## src/rtl/barrido_verdad_pkg.sv

```systemverilog
// barrido_verdad_pkg
// Shared definitions for the barrido_verdad sweep-and-capture engine:
// controller state encoding, datapath widths and the number of codes swept.
package barrido_verdad_pkg;

  localparam int PAT_W  = 4;   // code width driven to the block under test
  localparam int RESP_W = 3;   // response width {x,y,z}
  localparam int ERR_W  = 5;   // mismatch counter, holds 0..16
  localparam int NCODES = 16;  // codes swept per run

  typedef enum logic [1:0] {
    IDLE  = 2'd0,
    DRIVE = 2'd1,
    FIN   = 2'd2
  } state_t;

endpackage

```

## src/rtl/barrido_tabla.sv

```systemverilog
// barrido_tabla
// 16x3 capture table: one synchronous write port, one registered read port
// (1-cycle latency, old data on a same-edge read/write collision) and an
// asynchronous clear of every entry.
// Ports:
//   clk      in  system clock
//   rst      in  asynchronous active-high clear
//   we       in  write enable
//   wr_addr  in  write address (code being sampled)
//   wr_data  in  write data (sampled response)
//   rd_addr  in  read address
//   rd_data  out registered read data
import barrido_verdad_pkg::*;

module barrido_tabla (
  input  logic              clk,
  input  logic              rst,
  input  logic              we,
  input  logic [PAT_W-1:0]  wr_addr,
  input  logic [RESP_W-1:0] wr_data,
  input  logic [PAT_W-1:0]  rd_addr,
  output logic [RESP_W-1:0] rd_data
);

  logic [RESP_W-1:0] mem [NCODES];

  // NOTE: the table is built from flops rather than a RAM macro precisely so
  // that every entry can be cleared by the asynchronous reset.
  // NOTE: non-blocking assignments make the read sample mem before this
  // edge's write lands, which is what gives old-data-on-collision behaviour.
  always_ff @(posedge clk or posedge rst) begin
    if (rst) begin
      for (int i = 0; i < NCODES; i++) mem[i] <= '0;
      rd_data <= '0;
    end else begin
      if (we) mem[wr_addr] <= wr_data;
      rd_data <= mem[rd_addr];
    end
  end

endmodule

```

## src/rtl/barrido_verdad.sv

```systemverilog
// barrido_verdad
// Sweep-and-capture engine for a 4-input / 3-output combinational block.
// Drives codes 0..15 in order, holding each for HOLD cycles, captures the
// response at the end of each hold window into barrido_tabla and, when
// CHECK_EN is set, counts mismatches against the EXPECTED truth table.
// Ports:
//   clk      in  system clock
//   rst      in  asynchronous active-high reset
//   start    in  start request, honoured only in IDLE
//   pat      out code to the block under test {a,b,c,d}
//   resp     in  response from the block under test {x,y,z}
//   busy     out high in DRIVE and FIN
//   done     out one-cycle pulse (FIN) when a sweep completes
//   pass     out last sweep had no mismatches (or checking disabled)
//   err_cnt  out mismatching codes in the current/last sweep
//   rd_addr  in  table read address
//   rd_data  out table entry at rd_addr, 1-cycle latency
import barrido_verdad_pkg::*;

module barrido_verdad #(
  parameter int                        HOLD     = 2,     // 1..255
  parameter logic [NCODES*RESP_W-1:0]  EXPECTED = '0,
  parameter bit                        CHECK_EN = 1'b1
) (
  input  logic              clk,
  input  logic              rst,
  input  logic              start,
  output logic [PAT_W-1:0]  pat,
  input  logic [RESP_W-1:0] resp,
  output logic              busy,
  output logic              done,
  output logic              pass,
  output logic [ERR_W-1:0]  err_cnt,
  input  logic [PAT_W-1:0]  rd_addr,
  output logic [RESP_W-1:0] rd_data
);

  localparam logic [7:0]       HOLD_LAST = 8'(HOLD - 1);
  localparam logic [PAT_W-1:0] PAT_LAST  = PAT_W'(NCODES - 1);

  state_t            state, state_next;
  logic [7:0]        hold_cnt;
  logic              sample_fire;
  logic [RESP_W-1:0] exp_resp;
  logic              mismatch;

  // Last cycle of the hold window: the coming edge samples resp.
  assign sample_fire = (state == DRIVE) && (hold_cnt == HOLD_LAST);
  assign exp_resp    = EXPECTED[RESP_W*int'(pat) +: RESP_W];
  assign mismatch    = CHECK_EN && (resp != exp_resp);

  // State register
  always_ff @(posedge clk or posedge rst) begin
    if (rst) state <= IDLE;
    else     state <= state_next;
  end

  // Next-state logic
  // NOTE: state_next is defaulted before the case so that no path leaves it
  // unassigned, which would otherwise infer a latch.
  always_comb begin
    state_next = state;
    case (state)
      IDLE:    if (start) state_next = DRIVE;
      DRIVE:   if (sample_fire && (pat == PAT_LAST)) state_next = FIN;
      FIN:     state_next = IDLE;
      default: state_next = IDLE;
    endcase
  end

  // Outputs decoded from state
  always_comb begin
    busy = (state == DRIVE) || (state == FIN);
    done = (state == FIN);
  end

  // Sweep datapath: code, hold counter, mismatch count and verdict
  always_ff @(posedge clk or posedge rst) begin
    if (rst) begin
      pat      <= '0;
      hold_cnt <= '0;
      err_cnt  <= '0;
      pass     <= 1'b0;
    end else begin
      case (state)
        IDLE: begin
          pat      <= '0;
          hold_cnt <= '0;
          if (start) begin
            err_cnt <= '0;
            pass    <= 1'b0;
          end
        end
        DRIVE: begin
          if (sample_fire) begin
            hold_cnt <= '0;
            if (mismatch) err_cnt <= err_cnt + ERR_W'(1);
            // pat stays at 15 into FIN; it only wraps on the way back to IDLE
            if (pat != PAT_LAST) pat <= pat + PAT_W'(1);
          end else begin
            hold_cnt <= hold_cnt + 8'd1;
          end
        end
        FIN: begin
          pat  <= '0;
          // err_cnt already includes code 15, counted on the edge into FIN
          pass <= (err_cnt == '0) || !CHECK_EN;
        end
        default: begin
          pat      <= '0;
          hold_cnt <= '0;
        end
      endcase
    end
  end

  barrido_tabla u_tabla (
    .clk     (clk),
    .rst     (rst),
    .we      (sample_fire),
    .wr_addr (pat),
    .wr_data (resp),
    .rd_addr (rd_addr),
    .rd_data (rd_data)
  );

endmodule
```

## config.mk

```make
export PLATFORM = sky130hd
export DESIGN_NAME = barrido_verdad
export DESIGN_NICKNAME = d
export VERILOG_FILES = /design/src/rtl/barrido_verdad_pkg.sv /design/src/rtl/barrido_tabla.sv /design/src/rtl/barrido_verdad.sv
export SDC_FILE = /design/constraint.sdc
export NUM_CORES = 1
export LEC_CHECK = 0
export CAP_MARGIN = 40
export CORE_MARGIN = 2
export CORE_UTILIZATION = 40
export CTS_CLUSTER_SIZE = 8
export DETAILED_ROUTE_END_ITERATION = 10
export PLACE_DENSITY = 0.67
export SETUP_SLACK_MARGIN = 0.1
export SLEW_MARGIN = 20
export SYNTH_ARGS = -nofsm -noshare
export SYNTH_HDL_FRONTEND = slang
export SYNTH_SLANG_ARGS = --single-unit
```

## constraint.sdc

```tcl
create_clock -name clk -period 3.6 [get_ports clk]
set_clock_uncertainty 0.15 [all_clocks]
set_input_delay 0.36 -clock clk [delete_from_list [all_inputs] [get_ports clk]]
set_output_delay 0.36 -clock clk [all_outputs]
set_load 0.02 [all_outputs]
```

==> results.toml, run 1 <==
[outcome]
status = "completed"

[timing]
worst_slack_ps = 845
fmax_mhz = 363
slew_headroom_pct = 55.9
layout_min_cycle_time_ps = 2750
tightestPinTransition_ps = 654
finalSetupViolations = 0
fin_crit_sh_pct = 76.5
slew_violations = 0
finalHoldViolations = 0
fin_setup_tns_ps = 0
hold-worst-slack_ps = 114
rsz0062_at_grt = "no"

[final_layout]
antennaDiodeCount = 0
num-nets-final = 336
drive_gt1_share_pct = 27.8
post-route-util_pct = 48.1
n_fill_cell = 801
area.growth.synth_to_final_pct = 17.3
fin_area_um2 = 4150
fin_cells = 428

[floorplan]
dieHeight_um = 98.1
die_w_um = 98.1
start_util_pct = 41.0
ios = 25
core_area_um2 = 8640
dieArea_um2 = 9610
num_rows = 34

[worst_setup_path]
critPathSlowestCell = "or4b_1"
crit_chain = "inv_1, ha_1, or4b_1, nor4_4, buf_4, nand3_1, mux2_2"
cp-start-kind = "register"
cp_max_fo = 9
cp-end-kind = "register"
max_stage_delay_ps = 590
cp.required_ps = 3690
critPathKind = "reg -> reg"
critPathTopFamily = "simple AND/OR/NAND/NOR gates"
crit_buf_inv = 2
cp.arrival_ps = 2850

[logic_synthesis]
syn_area_um2 = 3540
ys_types = 42
synth_ff_type = "dfrtp_1"
syn_avg_cell_area_um2 = 12.4
syn_nets = 306
yosysWarnings = 0
ys_seq_area_share_pct = 50.2
netlist_instances = 285
synth_edf_count = 0
ys_async_sr_fraction_pct = 100
ys_ff_latch = 71

[clock_tree]
clock_path_buffers = 2
post_cts_buffers = 0
cts_root_buffer = "clkbuf_8"
cts_made_buffers = 9
clk-insertion-delay-late_ps = 350
clk_pin_slew_ps = 80
clock-sinks = 71
cts_resized = 0
cts_tree = "done"
postCtsHoldBufs = 0
htreeDepth = 3

[drt]
post-route-drc-count = 0
ant_nets = 0
routedWlPerCell_um = 17.4
routed_wl_um = 7460
drtIter0Drc = 139
drtPass1Iterations = 4
num_vias = 2410
vias_per_cell = 5.63

[flow_run]
max_cap_violations = 0

[power_and_ir_drop]
irDropWorstVdd_mv = 0.378
total_power_mw = 2.39
p_leak_nw = 1.70
power_density_nw_per_um2 = 575

[placed_design]
dpl_worst_slack_ps = 862
io_buffers = 24
placed_cells = 411
dpl.hpwl_um = 5260
placed_area_um2 = 3910
gp_congestion = 0.875

[min_path]
hp-class = "in -> async"

[global_route]
grt_max_degree = 37
grt_pass1_vias = 2507
grt_overflow_total = 0
track_usage_pct = 16.9
grt_pass1_wl_um = 12800
antenna_found_initial = 0
[routing by layer]
| metal | GRT usage [%] | wire [µm] | vias up |
|---|---|---|---|
| li1 | - | - | 1112 |
| met1 | 21.7 | 3520 | 1251 |
| met2 | 28.1 | 3610 | 35 |
| met3 | 3.94 | 225 | 12 |
| met4 | 5.77 | 107 | 0 |
| met5 | 0 | 0 | - |
[power breakdown]
| part | internal (mW) | total, mW | switching [mW] |
|---|---|---|---|
| Clock | 0.409 | 0.710 | 0.301 |
| Combinational | 0.302 | 0.654 | 0.352 |
| Sequential | 0.919 | 1.02 | 0.103 |
| Total | 1.63 | 2.39 | 0.756 |
[layout make-up]
| class | count | area [µm²] | share of cell area, % |
|---|---|---|---|
| Clock inverter | 5 | 81.3 | 1.96 |
| Sequential cell | 71 | 1780 | 42.8 |
| Multi-Input combinational cell | 191 | 1670 | 40.2 |
| Timing Repair Buffer | 33 | 315 | 7.60 |
| Inverter | 9 | 33.8 | 0.814 |
| Tap cell | 108 | 135 | 3.26 |
| Clock buffer | 11 | 141 | 3.41 |
[cell usage after synthesis, types with 2 or more instances]
cell type / count / area share [%]
a21oi_1: 6 / 0.85
a22oi_1: 6 / 1.3
a31oi_1: 3 / 0.53
and2_1: 2 / 0.35
and3_1: 3 / 0.53
buf_1: 2 / 0.21
clkbuf_1: 10 / 1.1
dfrtp_1: 71 / 50
ha_1: 11 / 3.9
inv_1: 9 / 0.95
mux2_2: 47 / 15
mux4_2: 12 / 7.6
nand2_1: 12 / 1.3
nand3_1: 18 / 2.5
nand4_1: 3 / 0.53
nand4b_1: 2 / 0.50
nor2_1: 14 / 1.5
nor2b_1: 5 / 0.88
nor3_1: 8 / 1.1
nor4_1: 3 / 0.53
nor4b_1: 2 / 0.50
o21ai_0: 7 / 0.99
o31ai_1: 3 / 0.64
o41ai_1: 2 / 0.50
or2_2: 2 / 0.35
or3_1: 2 / 0.35
xnor2_1: 5 / 1.2
[worst reg2reg max path: cells and delay by family (launching register included)]
family / cells / cell delay [ps]
simple gates: 3 / 1280
flops: 1 / 420
buf+inv: 2 / 330
mux: 1 / 330
fa+ha+maj: 1 / 140
[path summary, 6_finish.rpt]
path	start	endpoint	slack (ps)	cells past startpoint
max	hold_cnt[1]	u_tabla.mem[19]	850	7
min in group clk	u_tabla.mem[35]	u_tabla.mem[35]	350	1
max in group asynchronous	rst	u_tabla.mem[43]	2440	3
max reg2reg	hold_cnt[1]	u_tabla.mem[19]	850	7
min reg2reg	u_tabla.mem[35]	u_tabla.mem[35]	350	1
min	rst	u_tabla.mem[32]	110	2
[cells by family (layout without fill, tap and decap cells)]
logic type	after synthesis	in the layout	synth area share [%]
fa+ha+maj	11	11	3.89
buf+inv	23	58	2.69
xor+xnor	5	5	1.24
compound gates	34	34	6.47
mux	61	61	23.2
simple gates	80	80	12.3
flops	71	71	50.2
[layout by cell type (no fill, tap or decap), drive strengths merged, types with 2 or more instances in the layout]
master / instances
a21oi: 6
a22oi: 6
a31oi: 3
and2: 2
and3: 3
buf: 9
bufinv: 2
clkbuf: 11
clkdlybuf4s50: 24
clkinv: 2
dfrtp: 71
ha: 11
inv: 9
mux2: 48
mux4: 12
nand2: 12
nand3: 19
nand4: 3
nand4b: 2
nor2: 14
nor2b: 5
nor3: 8
nor4: 4
nor4b: 2
o21ai: 7
o31ai: 3
o41ai: 2
or2: 2
or3: 2
xnor2: 5
[registers in the layout (all words and copies together) (netlist names)]
| name | cells |
|---|---|
| err_cnt | 5 |
| hold_cnt | 8 |
| pass | 1 |
| pat | 4 |
| state | 2 |
| u_tabla.mem | 48 |
| u_tabla.rd_data | 3 |
(Power assumes the default switching activity.)
==> run 2, diff against run 1 <==
--- a/config.mk
+++ b/config.mk
@@ -10,7 +10,7 @@
 export CORE_UTILIZATION = 40
 export CTS_CLUSTER_SIZE = 8
 export DETAILED_ROUTE_END_ITERATION = 10
-export PLACE_DENSITY = 0.67
+export PLACE_DENSITY = 0.69
 export SETUP_SLACK_MARGIN = 0.1
 export SLEW_MARGIN = 20
 export SYNTH_ARGS = -nofsm -noshare
==> constraint.sdc (replaced) <==
create_clock -name clk -period 2.5 [get_ports clk]
set_clock_uncertainty 0.15 [all_clocks]
set_input_delay 0.25 -clock clk [delete_from_list [all_inputs] [get_ports clk]]
set_output_delay 0.25 -clock clk [all_outputs]
set_load 0.02 [all_outputs]
==> results.toml, run 2 (synthesis results as in run 1) <==
[outcome]
status = "completed"

[final_layout]
num-nets-final = 343
largest_reg_flops = 48
n_fill_cell = 772
area.growth.synth_to_final_pct = 17.8
final_common_cell = "dfrtp_1"
top_regs = "u_tabla.mem: 48 flops, hold_cnt: 8 flops, err_cnt: 5 flops"
mostFrequentLayoutCells = "dfrtp_1, mux2_2, clkdlybuf4s50_1"
drive_gt1_share_pct = 30.0
largest_register = "u_tabla.mem"
seqCellArea_um2 = 1780
multiInputGateArea_um2 = 1670
antennaDiodeCount = 0
post-route-util_pct = 48.3

[timing]
hold-worst-slack_ps = 159
rsz0062_at_grt = "no"
fin_crit_sh_pct = 91.6
tightestPinTransition_ps = 625
slew_violations = 0
finalSetupViolations = 0
finalHoldViolations = 0
slew_headroom_pct = 58.3
layout_min_cycle_time_ps = 2290
fmax_mhz = 437
worst_slack_ps = 211

[drt]
drtIter0Drc = 96
num_vias = 2399
routed_wl_um = 7670
drtPass1Iterations = 5
routedWlPerCell_um = 17.6
vias_per_cell = 5.51
ant_nets = 0
post-route-drc-count = 0

[clock_tree]
clock-sinks = 71
htreeDepth = 3
clk-insertion-delay-late_ps = 340
cts_tree = "done"
cts_made_buffers = 9
cts_root_buffer = "clkbuf_8"
clk_pin_slew_ps = 80
clock_path_buffers = 2

[power_and_ir_drop]
power_density_nw_per_um2 = 796
irDropWorstVdd_mv = 0.432
p_leak_nw = 1.72
total_power_mw = 3.32

[worst_setup_path]
cp_max_fo = 17
r2r-start = "hold_cnt[0]"
cp.arrival_ps = 2360
cp-end-kind = "register"
reg2reg_slack_ps = 210
reg2regPathDepth = 6
startpoint = "hold_cnt[0]"
cp.required_ps = 2570
cp-start-kind = "register"
critPathKind = "reg -> reg"
crit_end = "u_tabla.mem[10]"
worstReg2RegEnd = "u_tabla.mem[10]"

[placed_design]
dpl.hpwl_um = 5530
dpl_worst_slack_ps = -18.7
io_buffers = 24
gp_congestion = 0.828

[global_route]
grt_pass1_wl_um = 12800
grt_pass1_vias = 2601
track_usage_pct = 17.0
antenna_found_initial = 0
grt_overflow_total = 0
grt_max_degree = 33

[floorplan]
dieArea_um2 = 9610
dieHeight_um = 98.1
core_area_um2 = 8640
ios = 25
start_util_pct = 41.0
die_w_um = 98.1
num_rows = 34

[flow_run]
max_cap_violations = 0

[min_path]
hp-class = "in -> async"
## run 2: changes by cell type in the layout (fill, tap and decap cells not counted), sizes merged
cell and change:
clkbuf -1, buf +7, bufinv -2, clkinv +3
## run 2: cell type report
| cell class | instances | area share [%] |
|---|---|---|
| well taps | 108 | 3.24 |
| flip-flops and latches | 71 | 42.6 |
| inverters | 9 | 0.810 |
| repair buffers | 40 | 9.03 |
| clock buffers | 10 | 3.30 |
| clock inverters | 6 | 0.870 |
| multi-input cells | 191 | 40.1 |
## run 2: layer usage
metal | routed length, µm | GRT usage [%] | vias up | share of wire (%)
li1 | - | - | 1133 | -
met1 | 3400 | 21.4 | 1210 | 44
met2 | 3910 | 29.7 | 47 | 51
met3 | 263 | 3.51 | 9 | 3.4
met4 | 91 | 4.81 | 0 | 1.2
met5 | 0 | 0 | - | 0
## run 2: what timing repair did
item,CTS,global route
setup endpoints to repair,2,15
resized for setup,1,2
hold buffers,0,0
setup buffers,0,0
## run 2: report_power, final
part	switching [mW]	internal, mW	leakage (nW)
Sequential	0.131	1.32	0.869
Clock	0.424	0.381	0.0918
Combinational	0.554	0.506	0.763
Total	1.11	2.21	1.72
## run 2: critical path: stages (launching register included)
cell and delay, ps:
dfrtp_1 430, ha_1 180, or4b_1 500, nor4_4 170, buf_6 210, nand4_1 200
mux2_2 330
## run 2: per-stage QoR
step	instances	setup TNS [ps]	area (µm²)
CTS	435	0	4170
finish	435	0	4170
global route	435	0	4170
floorplan	285	0	3540
detailed placement	419	-18.7	3990
global placement	419	0	3990
## run 2: worst min-delay path by stage
stage | cells past startpoint | end | startpoint | slack (ps)
after CTS | 2 | u_tabla.mem[3] | rst | 170
after global routing | 2 | u_tabla.mem[3] | rst | 190
final | 2 | u_tabla.mem[3] | rst | 160
after global placement | 1 | u_tabla.mem[35] | u_tabla.mem[35] | 330
after detailed placement | 1 | u_tabla.mem[41] | u_tabla.mem[41] | 340
after floorplan | 1 | u_tabla.mem[35] | resp[2] | 230
==> run 3, diff against run 2 <==
==> constraint.sdc (replaced) <==
create_clock -name clk -period 1.85 [get_ports clk]
set_clock_uncertainty 0.15 [all_clocks]
set_input_delay 0.185 -clock clk [delete_from_list [all_inputs] [get_ports clk]]
set_output_delay 0.185 -clock clk [all_outputs]
set_load 0.02 [all_outputs]
==> results.toml, run 3 (synthesis results as in run 1) <==
[global_route]
antenna_found_initial = 0
grt_overflow_total = 0
grt_max_degree = 32
grt_pass1_wl_um = 13800
track_usage_pct = 18.2
grt_pass1_vias = 2756

[final_layout]
mostFrequentLayoutCells = "dfrtp_1, buf_4, mux2_2"
top_regs = "u_tabla.mem: 48 flops, hold_cnt: 8 flops, err_cnt: 5 flops"
fin_area_um2 = 4870
drive_gt1_share_pct = 46.9
final_common_cell = "dfrtp_1"
largest_register = "u_tabla.mem"
largest_reg_flops = 48
antennaDiodeCount = 0
num-nets-final = 386
post-route-util_pct = 56.4
area.growth.synth_to_final_pct = 37.6

[clock_tree]
cts_root_buffer = "clkbuf_8"
cts_made_buffers = 9
cts_tree = "done"
clock_path_buffers = 2
clock-sinks = 71
clk_pin_slew_ps = 80
clk-insertion-delay-late_ps = 350
htreeDepth = 3

[power_and_ir_drop]
irDropWorstVdd_mv = 0.395
p_leak_nw = 2.09
total_power_mw = 5.25
power_density_nw_per_um2 = 1080

[drt]
drtPass1Iterations = 4
vias_per_cell = 5.56
num_vias = 2651
routed_wl_um = 8570
post-route-drc-count = 0
ant_nets = 0
routedWlPerCell_um = 18.0
drtIter0Drc = 144

[timing]
rsz0062_at_grt = "yes"
worst_slack_ps = -464
slew_violations = 0
fmax_mhz = 432
tightestPinTransition_ps = 607
finalSetupViolations = 64
slew_headroom_pct = 59.4
fin_crit_sh_pct = 125
finalHoldViolations = 0
layout_min_cycle_time_ps = 2310

[worst_setup_path]
cp-end-kind = "register"
cp_max_fo = 8
critPathKind = "reg -> reg"
reg2reg_slack_ps = -460
cp-start-kind = "register"
r2r-start = "hold_cnt[1]"
worstReg2RegEnd = "u_tabla.mem[9]"
cp.arrival_ps = 2390
reg2regPathDepth = 8
cp.required_ps = 1920

[flow_run]
max_cap_violations = 0

[placed_design]
placed_area_um2 = 4320
dpl.hpwl_um = 5870
gp_congestion = 0.803
io_buffers = 24

[min_path]
hp-class = "in -> async"

[outcome]
status = "finished, violations left"
failed_checks = "negative setup slack"

[floorplan]
core_area_um2 = 8640
ios = 25
die_w_um = 98.1
dieArea_um2 = 9610
dieHeight_um = 98.1
num_rows = 34
start_util_pct = 41.0
[run 3: cell count changes in the layout (fill, tap and decap cells not counted), sizes merged]
cell           change
inv                -1
buf               +44
dlymetal6s2s       +2
clkinvlp           +1
clkinv             -2
clkbuf             +2
dlygate4sd2        +5
clkdlybuf4s50      -9
[run 3: timing repair]
action                                  in CTS  in global routing
endpoints found under the setup margin      74                 70
pin swaps                                   12                  5
cloned                                       0                  1
buffers inserted                             3                  5
gates resized for setup                     37                 42
hold buffers                                 0                  0
[run 3: worst max-delay path: stages, from the launching register on]
cell and delay [ps]:
dfrtp_1 370, inv_1 50, ha_2 160, or4b_4 480, nor4_4 130, buf_4 180
buf_12 120, nand4_1 210, mux2_2 340
[run 3: worst max-delay path by stage]
stage / start / endpoint / slack, ps / cells after the start
floorplan: hold_cnt[1] / u_tabla.mem[35] / -480 / 8
global route: hold_cnt[1] / u_tabla.mem[9] / -560 / 8
CTS: hold_cnt[1] / u_tabla.mem[10] / -440 / 7
finish: hold_cnt[1] / u_tabla.mem[9] / -460 / 8
detailed placement: hold_cnt[1] / u_tabla.mem[5] / -480 / 7
global placement: hold_cnt[1] / u_tabla.mem[3] / -430 / 7
[run 3: area by class of cell]
cell class                 count  area [µm²]
inverter                       9        40.0
timing repair buffer          83         772
multi-input combinational    191        1980
sequential                    71        1780
clock inverter                 4        22.5
tap                          108         135
fill                         712        3770
clock buffer                  11         141
[run 3: stage by stage]
step	setup TNS (ps)	setup WS [ps]	instances	hold slack, ps
after CTS	-19850	-438	472	28.7
after global placement	-20440	-429	454	323
final	-22280	-464	477	14.7
after detailed placement	-22040	-481	454	336
after floorplan	-22780	-484	285	167
after global routing	-28120	-558	477	45.0
[run 3: routing by layer]
metal / part of all wire (%) / GRT usage (%) / wire [µm]
met5: 0 / 0 / 0
met4: 1.2 / 4.91 / 107
met3: 3.4 / 4.08 / 289
met2: 49 / 28.5 / 4190
met1: 46 / 25.7 / 3980
[run 3: power breakdown]
group / internal, mW / total [mW] / switching (mW) / leakage, nW
Combinational: 1.17 / 2.22 / 1.05 / 1.14
Sequential: 1.79 / 1.96 / 0.169 / 0.869
Clock: 0.509 / 1.07 / 0.565 / 0.0850
==> RTL change (flow settings as in run 3) <==
The parameter `CHECK_EN` goes from 1'b1 to 1'b0.
--- a/src/rtl/barrido_verdad.sv
+++ b/src/rtl/barrido_verdad.sv
@@ -20,7 +20,7 @@
 module barrido_verdad #(
   parameter int                        HOLD     = 2,     // 1..255
   parameter logic [NCODES*RESP_W-1:0]  EXPECTED = '0,
-  parameter bit                        CHECK_EN = 1'b1
+  parameter bit                        CHECK_EN = 1'b0
 ) (
   input  logic              clk,
   input  logic              rst,
Function: changed (a bounded check fails within 4 cycles, from zero or initial values and one cycle with rst high).
==> RTL change against run 3 <==
  * The run still ends with negative setup slack left
  * Setup slack better by 0.18 ns
  * Synthesized area is 5.2% lower
  * Critical path type unchanged
  * Sequential power fell by 9%
  * Total power shrank 16%
  * First-iteration DRC count is 22% lower
  * Fmax is 8.4% higher
  * Sequential cell count is 5 lower
  * Clock power increased by 10%
  * Cell area shrank 15%
  * Synthesized cell count shrank 13%
  * Routed wire length down 21%
==> RTL change: results (changes against run 3) <==
- Run status: finished, violations left (unchanged)
- Violated checks: negative setup slack (unchanged)
- Pin count of the biggest net entering global routing: 67 (was 32)
- Number of I/O port buffers: 19 (was 24)
- Final setup fails: 62 (was 64)
- R2R Path End: u_tabla.mem[26] (was u_tabla.mem[9])
- Crit Path Max Fanout: 20 (was 8)
- Fill cells: 711 (was 712)
- Setup TNS after final layout: -12.00 ns (was -22.28 ns)
- Post-synthesis cell type count: 40 (was 42)
- Post-route setup slack: -0.284 ns (was -0.464 ns)
- First DRT Iteration DRCs: 112 (was 144)
- Drt via density: 5.19 (was 5.56)
- Hold WS: 0.127 ns (was 0.0147 ns)
- Sequential share of the synthesized area: 49.2% (was 50.2%)
- CP arrival: 2.22 ns (was 2.39 ns)
- Layout cell share with drive strength beyond 1: 42.8% (was 46.9%)
- Worst Tran Pin Value: 0.589 ns (was 0.607 ns)
- Peak VDD IR: 0.611 mV (was 0.395 mV)
- Leak: 1.81 nW (was 2.09 nW)
- Routed len/inst: 16.6 um (was 18.0 um)
- Dpl hpwl: 4.72 mm (was 5.87 mm)
- GPL Wtd Cong: 0.814 (was 0.803)
- Total GRT Usage: 16.8% (was 18.2%)
- Dpl ws: -0.286 ns (was -0.481 ns)
- Net Sw Power: 0.00140 W (was 0.00178 W)
- Synth cell count leaders: dfrtp_1 (66), mux2_2 (46), nor2_1 (17), mux4_2 (12) (was dfrtp_1 (71), mux2_2 (47), nand3_1 (18), nor2_1 (14))
## RTL change: changes by cell type in the layout (fill, tap and decap cells not counted), moves of 5 or more
cell / run 3 / this run
nand2_1: 11 / 4
buf_6: 6 / 1
conb_1: 0 / 5
xor2_1: 0 / 6
buf_4: 48 / 25
nor3_1: 5 / 0
nor2_1: 12 / 17
nand3_4: 5 / 0
nand4_4: 0 / 6
dfrtp_1: 71 / 66
nand4_1: 3 / 8
o21ai_0: 5 / 0
## RTL change: layout make-up
cell class / count / share of cell area, %
tap: 105 / 3.17
multi-input combinational: 161 / 40.1
timing repair buffer: 50 / 11.6
sequential: 66 / 39.9
clock inverter: 3 / 0.967
clock buffer: 12 / 3.51
inverter: 7 / 0.726
## RTL change: logic make-up (layout without fill, tap and decap cells)
group	Yosys count	after routing	synth area share, %
AOI/OAI and AO/OA	12	12	2.72
xor gates and xnor gates	8	8	2.09
adders and majority gates	10	10	3.73
buffers and inverters	25	72	4.06
DFF	66	66	49.2
muxes	62	62	24.8
other	1	5	0.112
and+or+nand+nor	64	64	13.3
## RTL change: repair_timing
action                                  CTS  global route
buffers inserted                          1             0
endpoints found under the setup margin   68            64
pin swaps                                 8             1
resized for setup                        16             4
## RTL change: per-layer routing
metal	GRT usage [%]	vias up	wire, um
li1	-	995	-
met1	22.3	1055	3070
met2	26.1	31	3290
met3	3.40	14	211
met4	8.69	0	153
met5	0	-	0
## RTL change: tightest hold or removal path: stages
cell and delay [ns]:
clkdlybuf4s50_1 0.44, clkinvlp_4 0.10, buf_12 0.30
## RTL change: metrics by stage
step	instances	instance area (um2)	util, %
after CTS	404	4130	50.5
after detailed placement	388	3900	47.7
after global routing	404	4140	50.6
after global placement	388	3900	47.7
after floorplan	252	3410	-
final	404	4140	50.6
## RTL change: worst max path at each step
stage / end / slack (ns)
2_1_floorplan: u_tabla.mem[36] / -0.22
3_3_place_gp: u_tabla.mem[26] / -0.26
3_5_place_dp: u_tabla.mem[26] / -0.29
4_1_cts: u_tabla.mem[24] / -0.29
5_1_grt: u_tabla.mem[24] / -0.40
6_report: u_tabla.mem[26] / -0.28
## RTL change: power by group through the flow
stage          Clock [W]  Sequential [W]  Combinational [W]
5_1_grt          0.00127         0.00180            0.00160
3_3_place_gp           0         0.00179            0.00139
2_1_floorplan          0         0.00181           0.000971
3_5_place_dp           0         0.00180            0.00141
4_1_cts          0.00121         0.00178            0.00147
6_report         0.00118         0.00178            0.00146
